**src/rtl/instr_loader.sv**
```systemverilog
// instr_loader: assembles UART bytes MSB-first into instruction words and loads them into instruction memory.
module instr_loader #(
  parameter int DATA_WIDTH = 32,
  parameter int BYTE_WIDTH = 8,
  parameter int MEM_DEPTH = 256,
  parameter int ADDR_STEP = 4,
  parameter logic [DATA_WIDTH-1:0] HALT_WORD = 32'hFFFF_FFFF,
  parameter logic [BYTE_WIDTH-1:0] CMD_LOAD = 8'h4C,
  localparam int WC_W = $clog2(MEM_DEPTH) + 1
) (
  input  logic                  i_clock,
  input  logic                  i_reset,
  input  logic [BYTE_WIDTH-1:0] i_rx_data,
  input  logic                  i_rx_done,
  output logic [DATA_WIDTH-1:0] o_instruccion,
  output logic [DATA_WIDTH-1:0] o_address,
  output logic                  o_wr_en,
  output logic                  o_loading,
  output logic                  o_done,
  output logic                  o_error,
  output logic [WC_W-1:0]       o_word_count
);
  typedef enum logic [1:0] {IDLE, LOAD, DONE, OVERFLOW} state_t;
  state_t r_state, w_next;
  logic [DATA_WIDTH-BYTE_WIDTH-1:0] r_shift;
  logic [DATA_WIDTH-1:0] r_addr, w_word;
  logic [1:0] r_byte_cnt;
  logic w_start, w_byte, w_last, w_halt, w_full;
  assign w_word = {r_shift, i_rx_data};
  // the load command only means something outside LOAD; inside LOAD it is plain data
  assign w_start = i_rx_done && i_rx_data == CMD_LOAD && r_state != LOAD;
  assign w_byte = i_rx_done && r_state == LOAD;
  assign w_last = w_byte && r_byte_cnt == 2'd3;
  assign w_halt = w_word == HALT_WORD;
  assign w_full = o_word_count == WC_W'(MEM_DEPTH - 1);
  assign o_loading = r_state == LOAD;
  assign o_done = r_state == DONE;
  assign o_error = r_state == OVERFLOW;
  always_comb begin
    w_next = r_state;
    w_next = w_start ? LOAD : !w_last ? r_state : w_halt ? DONE : w_full ? OVERFLOW : LOAD;
  end
  always_ff @(posedge i_clock) r_state <= i_reset ? IDLE : w_next;
  always_ff @(posedge i_clock) begin
    if (i_reset) begin
      r_shift <= '0;
      r_addr <= '0;
      r_byte_cnt <= '0;
      o_instruccion <= '0;
      o_address <= '0;
      o_wr_en <= 1'b0;
      o_word_count <= '0;
    end else begin
      o_wr_en <= w_last;
      if (w_start) begin
        r_shift <= '0;
        r_addr <= '0;
        r_byte_cnt <= '0;
        o_word_count <= '0;
      end else if (w_byte) begin
        r_shift <= w_word[DATA_WIDTH-BYTE_WIDTH-1:0];
        r_byte_cnt <= r_byte_cnt + 2'd1;
      end
      if (w_last) begin
        o_instruccion <= w_word;
        o_address <= r_addr;
        r_addr <= r_addr + DATA_WIDTH'(ADDR_STEP);
        o_word_count <= o_word_count + WC_W'(1);
      end
    end
  end
endmodule

```
**config.mk**
```make
export PLATFORM = sky130hd
export DESIGN_NAME = instr_loader
export DESIGN_NICKNAME = d
export VERILOG_FILES = /design/src/rtl/instr_loader.sv
export SDC_FILE = /design/constraint.sdc
export NUM_CORES = 1
export LEC_CHECK = 0
export CAP_MARGIN = 20
export CORE_MARGIN = 3
export CORE_UTILIZATION = 48
export DETAILED_ROUTE_END_ITERATION = 8
export HOLD_SLACK_MARGIN = 0.08
export PLACE_DENSITY_LB_ADDON = 0.1
export REMOVE_ABC_BUFFERS = 1
export SLEW_MARGIN = 20
export SYNTH_ARGS = -nofsm -noshare
export SYNTH_HDL_FRONTEND = slang
export SYNTH_SLANG_ARGS = --single-unit
```
**constraint.sdc**
```tcl
create_clock -name i_clock -period 2.1 [get_ports i_clock]
set_clock_uncertainty 0.15 [all_clocks]
set_input_delay 0.315 -clock i_clock [delete_from_list [all_inputs] [get_ports i_clock]]
set_output_delay 0.315 -clock i_clock [all_outputs]
set_load 0.01 [all_outputs]
```
==> results_dict.tcl, run 1 <==
set metrics [dict create \
    status "complete, but fails checks" \
    violations "setup timing" \
    hold_depth 4 \
    dieArea_um2 12200 \
    drt_iter0_markers 249 \
    synth_area_um2 5230 \
    ir_drop_uv 535 \
    antenna-diode-count 0 \
    p_comb_frac 0.020 \
    critPathLaunchType "register" \
    fin_crit_sh 1.01 \
    placed_area_um2 6400 \
    pin_count 88 \
    crit_required_ns 2.40 \
    drive_gt1_frac 0.131 \
    route.detailed.drc 0 \
    grt_pass1_vias 4763 \
    powerDensity_nw_per_um2 778 \
    yosys_most_used_dff "dfxtp_1" \
    fmax_ghz 0.471 \
    die_y_um 110 \
    syn_avg_cell_area_um2 7.90 \
    rsz0062_at_grt "yes" \
    portBuffers 85 \
    cts_max_level 4 \
    ys_types 46 \
    cts.clk_slew.worst_paths_ns 0.05 \
    row_count 37 \
    nets 783 \
    p_seq_frac 0.447 \
    grt_antenna_before_repair 0 \
    viasPerCell 5.39 \
    detail-route-antenna-nets 0 \
    grt_max_degree 82 \
    arrival_ns 2.42 \
    end_kind "register" \
    muxShareOfSynthArea 0.0172 \
    synthArstFlopShare 0 \
    relSlewSlack 0.637 \
    clock-sinks 130 \
    rr_worst_depth 5 \
    final-setup-viol-count 2 \
    worst_slew_pin_slew_ns 0.545 \
    switchingPower_mw 1.10 \
    path_class "register to register" \
    critPathTopFamily "simple AND/OR/NAND/NOR gates" \
    synth-simple-area-share 0.272 \
    die_x_um 110 \
    hold_viol_final 0 \
    crit_chain "ha_4, nand4b_4, or4_4, or4_4, a21oi_2" \
    mostFrequentLayoutCell "nand2_1" \
    finalWorstSetupSlack_ns -0.0224 \
    synth-seq-cells 130 \
    synth_compound_area_frac 0.151 \
    cp_num_cells 5 \
    cts_buffers 17 \
    cts_root_buf "clkbuf_8" \
    hold_class "input port to register" \
    netSwitchingFraction 0.200 \
    p_clk_frac 0.533 \
    hold_buffers 0 \
    synth_fa_ha_area_frac 0.00957 \
    cp_slowest_cell "or4_4" \
    synth_warnings 0 \
    drt-total-wl_um 13100 \
    finalMaxSlewViolations 0 \
    synthCells 662 \
    intPower_mw 4.41 \
    layout_common_cells "nand2_1 (202), dfxtp_1 (125), a21oi_1 (105), clkdlybuf4s50_1 (81), buf_4 (42)" \
    place_ws_ns -0.580 \
    gr-total-overflow 0 \
    regArea_um2 2610 \
    cp_slowest_stage_delay_ns 0.60 \
    core_um2 10500 \
    dr.pass1.iters 4 \
    period_needed_ns 2.12 \
    fillCellCount 897 \
    worst-path-max-fanout 6 \
    crit_path_frequent_cell "or4_4" \
    place.gp.congestion 0.789 \
    routedWlPerCell_um 14.3 \
    via_count 4946 \
    multi_input_area_um2 2470 \
    synth-edff-count 0 \
    area_delta_synth_final_pct 35.6 \
    power_leakage_nw 2.38 \
    cts_tree "yes" \
    seq_area_frac_synth 0.498 \
    crit_buf_inv 0 \
    clock_path_buffers 2 \
    finalInstanceArea_um2 7090 \
    finalPower_mw 5.51 \
    grt_usage 0.228 \
    synth_top_family_by_area "simple AND/OR/NAND/NOR gates" \
    synth_xor_area_frac 0.00670 \
    initial_core_util 0.500 \
    detailed_place_hpwl_um 8590 \
    maxCapViolations 0 \
    grt_pass1_wl_um 22000 \
    insertion_delay_ns 0.52 \
]
[final cells by class]
type / count / share of cell area
Timing Repair Buffer: 130 / 0.171
Clock inverter: 9 / 0.0182
Inverter: 9 / 0.00477
Clock buffer: 23 / 0.0658
Multi-Input combinational cell: 480 / 0.348
Tap cell: 136 / 0.0240
Sequential cell: 130 / 0.368
[cells by family (layout without fill, tap and decap cells)]
| kind of cell | count (synthesis) | in the layout |
|---|---|---|
| adder cells (fa/ha/maj) | 4 | 4 |
| other | 1 | 2 |
| AO/OA/AOI/OAI | 141 | 141 |
| flip-flops | 130 | 130 |
| AND/OR/NAND/NOR | 318 | 320 |
| XOR/XNOR | 4 | 4 |
| multiplexers | 9 | 9 |
| buffers and inverters | 55 | 171 |
[worst reg2reg max path: stages, from the launching register on]
cell	delay (ns)
dfxtp_2	0.35
ha_4	0.15
nand4b_4	0.13
or4_4	0.60
or4_4	0.54
a21oi_2	0.13
[final timing paths]
kind	from	endpoint	slack (ns)
max	r_byte_cnt[1]	r_addr[19]	-0.02
min	i_reset	r_state[1]	0.1
max reg2reg	r_byte_cnt[1]	r_addr[19]	-0.02
min reg2reg	o_address[15]	o_address[15]	0.30
[per-stage QoR]
step	cells	setup TNS (ns)	hold slack, ns	util
final	917	-0.0369	0.0964	0.677
after detailed placement	880	-19.64	0.296	0.612
after global routing	917	-0.142	0.100	0.677
after CTS	917	0	0.0893	0.675
after floorplan	617	-58.03	0.234	-
after global placement	880	-13.66	0.293	0.612
[repair_timing]
action	4_1_cts	5_1_grt
buffers inserted	3	0
resized for setup	14	7
cloned	2	0
endpoints found under the setup margin	14	14
pin swaps	4	2
[synthesized netlist by cell type (4+ instances only)]
master / n / share of area
o21ai_0: 8 / 0.0077
or2_2: 10 / 0.012
buf_1: 4 / 0.0029
nor2_1: 27 / 0.019
nand2_1: 202 / 0.15
or3_1: 5 / 0.0060
nand3_1: 17 / 0.016
or4_1: 8 / 0.011
nor4_1: 7 / 0.0084
nor3_1: 5 / 0.0048
inv_1: 9 / 0.0065
ha_1: 4 / 0.0096
o311ai_0: 4 / 0.0067
mux2i_1: 9 / 0.017
dfxtp_1: 130 / 0.50
a21oi_1: 106 / 0.10
clkbuf_1: 36 / 0.026
a311oi_1: 7 / 0.012
and3_1: 8 / 0.0096
nand4_1: 15 / 0.018
[power groups by stage]
stage | Clock (mW) | Combinational [mW] | Sequential (mW)
2_1_floorplan | 0 | 0.0230 | 2.52
3_3_place_gp | 0 | 0.109 | 2.52
3_5_place_dp | 0 | 0.110 | 2.52
4_1_cts | 2.97 | 0.111 | 2.47
5_1_grt | 3.09 | 0.120 | 2.46
6_report | 2.94 | 0.110 | 2.47
[registers in the layout, summed over array words and instances, names as in the netlist]
register	flops
o_address	30
o_instruccion	32
o_word_count	9
o_wr_en	1
r_addr	30
r_byte_cnt	2
r_shift	24
r_state	2
[routing by layer]
layer  vias to the layer above  routed length [um]  track usage
met3                        11                 769       0.0745
met1                      2326                5800        0.284
met4                         0                 125       0.0616
li1                       2485                   -            -
met5                         -                   0            0
met2                       124                6420        0.378
Note: power is estimated with default switching activity, not from simulation.
==> run 2: changes to the inputs <==
CTS_CLUSTER_DIAMETER = 200   (was unset)
PLACE_DENSITY_LB_ADDON = 0.25   (was 0.1)
==> run 2 against run 1 <==
The flow still finishes with violations (setup timing). Die area unchanged. Sequential share of layout area decreased by 0.54 points. Worst setup slack got worse by 0.0031 ns. Clock power about the same. Non-clock buffer count increased by 5. Core utilization increased by 0.84 points. Final cell count increased by 0.44%. Worst hold slack improved by 0.028 ns. Power increased by 0.39%. Design area increased by 1.2%. Clock-buffer cell count decreased by 1. Largest cell class unchanged. Highest routed layer unchanged.
==> results_dict.tcl, run 2 (synthesized netlist as in run 1, its figures left out) <==
set metrics [dict create \
    status "complete, but fails checks" \
    violations "setup timing" \
    via_count 5110 \
    routedWlPerCell_um 14.9 \
    worst-path-max-fanout 9 \
    crit_required_ns 2.40 \
    hold_class "input port to register" \
    clock_path_buffers 2 \
    dieArea_um2 12200 \
    cp_slowest_stage_delay_ns 0.57 \
    antenna-diode-count 0 \
    portBuffers 85 \
    instances_no_fill 921 \
    pin_count 88 \
    drive_gt1_frac 0.138 \
    die_y_um 110 \
    mostFrequentLayoutCell "nand2_1" \
    initial_core_util 0.500 \
    worst_slew_pin_slew_ns 0.564 \
    dr.pass1.iters 4 \
    place.gp.congestion 0.847 \
    cts_max_level 4 \
    grt_pass1_wl_um 22900 \
    insertion_delay_ns 0.52 \
    period_needed_ns 2.13 \
    core_um2 10500 \
    finalWorstSetupSlack_ns -0.0256 \
    grt_pass1_vias 4904 \
    hold_buffers 0 \
    cts_root_buf "clkbuf_8" \
    grt_antenna_before_repair 0 \
    largest_reg_flops 32 \
    hold_viol_final 0 \
    dp.cells 884 \
    cts_tree "yes" \
    nets 788 \
    grt_usage 0.238 \
    viasPerCell 5.55 \
    finalMaxSlewViolations 0 \
    drt_iter0_markers 324 \
    power_leakage_nw 2.44 \
    maxCapViolations 0 \
    ir_drop_uv 512 \
    fin_crit_sh 1.01 \
    path_class "register to register" \
    area_delta_synth_final_pct 37.3 \
    fmax_ghz 0.470 \
    arrival_ns 2.43 \
    route.detailed.drc 0 \
    detail-route-antenna-nets 0 \
    detailed_place_hpwl_um 8930 \
    timing.setup.tns_ns -0.0686 \
    place_ws_ns -0.550 \
    clock-sinks 130 \
    gr-total-overflow 0 \
    critPathLaunchType "register" \
    die_x_um 110 \
    final_core_util 0.686 \
    cts.clk_slew.worst_paths_ns 0.06 \
    layout_common_cells "nand2_1 (201), dfxtp_1 (128), a21oi_1 (105), clkdlybuf4s50_1 (81), buf_4 (46)" \
    end_kind "register" \
    finalPower_mw 5.53 \
    final-setup-viol-count 3 \
    drt-total-wl_um 13700 \
    powerDensity_nw_per_um2 771 \
    rsz0062_at_grt "yes" \
    crit_buf_inv 1 \
    cp_slowest_cell "or4_4" \
    grt_max_degree 76 \
    cts_buffers 17 \
    regMostFlops "o_instruccion" \
    critPathTopFamily "simple AND/OR/NAND/NOR gates" \
    top_regs "o_instruccion (32), o_address (30), r_addr (30)" \
    relSlewSlack 0.619 \
    row_count 37 \
    crit_chain "nand4_1, buf_4, or4_4, or3_1, a21oi_1" \
]
## run 2: cell count changes in the layout (fill, tap and decap cells not counted), sizes merged
cell | previous run | this run
buf | 46 | 50
clkdlybuf4s15 | 0 | 1
dlygate4sd2 | 3 | 2
## run 2: per-stage QoR
stage	hold WS (ns)	instance area [um^2]
after global routing	0.125	7180
after CTS	0.111	7100
after detailed placement	0.297	6440
after global placement	0.293	6440
final	0.124	7180
after floorplan	0.234	5030
## run 2: worst paths after layout
kind / from / slack (ns) / to / cells after the start
hold reg to reg: o_address[21] / 0.30 / o_address[21] / 2
setup reg to reg: r_addr[9] / -0.03 / r_addr[17] / 5
setup / recovery: r_addr[9] / -0.03 / r_addr[17] / 5
hold / removal: i_reset / 0.12 / o_instruccion[7] / 3
## run 2: worst reg2reg max path, stage by stage (launching register included)
cell,delay [ns]
dfxtp_1,0.34
nand4_1,0.26
buf_4,0.23
or4_4,0.57
or3_1,0.38
a21oi_1,0.14
## run 2: report_power, final
part | switching (mW) | total [mW] | internal (mW)
clock network | 1.03 | 2.95 | 1.92
logic | 0.0667 | 0.115 | 0.0478
registers | 0.000213 | 2.47 | 2.47
## run 2: metal layers
metal	share of wire	wire (um)	GRT usage	vias up
met5	0	0	0	-
met4	0.016	216	0.0897	0
met3	0.062	847	0.0652	23
met2	0.48	6560	0.388	151
met1	0.44	6070	0.300	2438
li1	-	-	-	2498
## run 2: repair_timing
item / CTS / global route
setup buffers: 3 / 1
pin swaps: 5 / 2
endpoints found under the setup margin: 21 / 49
gates resized for setup: 11 / 16
cloned: 2 / 0
## run 2: cell type report
| cell class | count | area, um^2 |
|---|---|---|
| clock buffers | 22 | 473 |
| clock inverters | 9 | 129 |
| fillers | 881 | 3290 |
| inverters | 9 | 33.8 |
| multi-input cells | 480 | 2500 |
| flip-flops and latches | 130 | 2610 |
| well taps | 136 | 170 |
| repair buffers | 135 | 1260 |
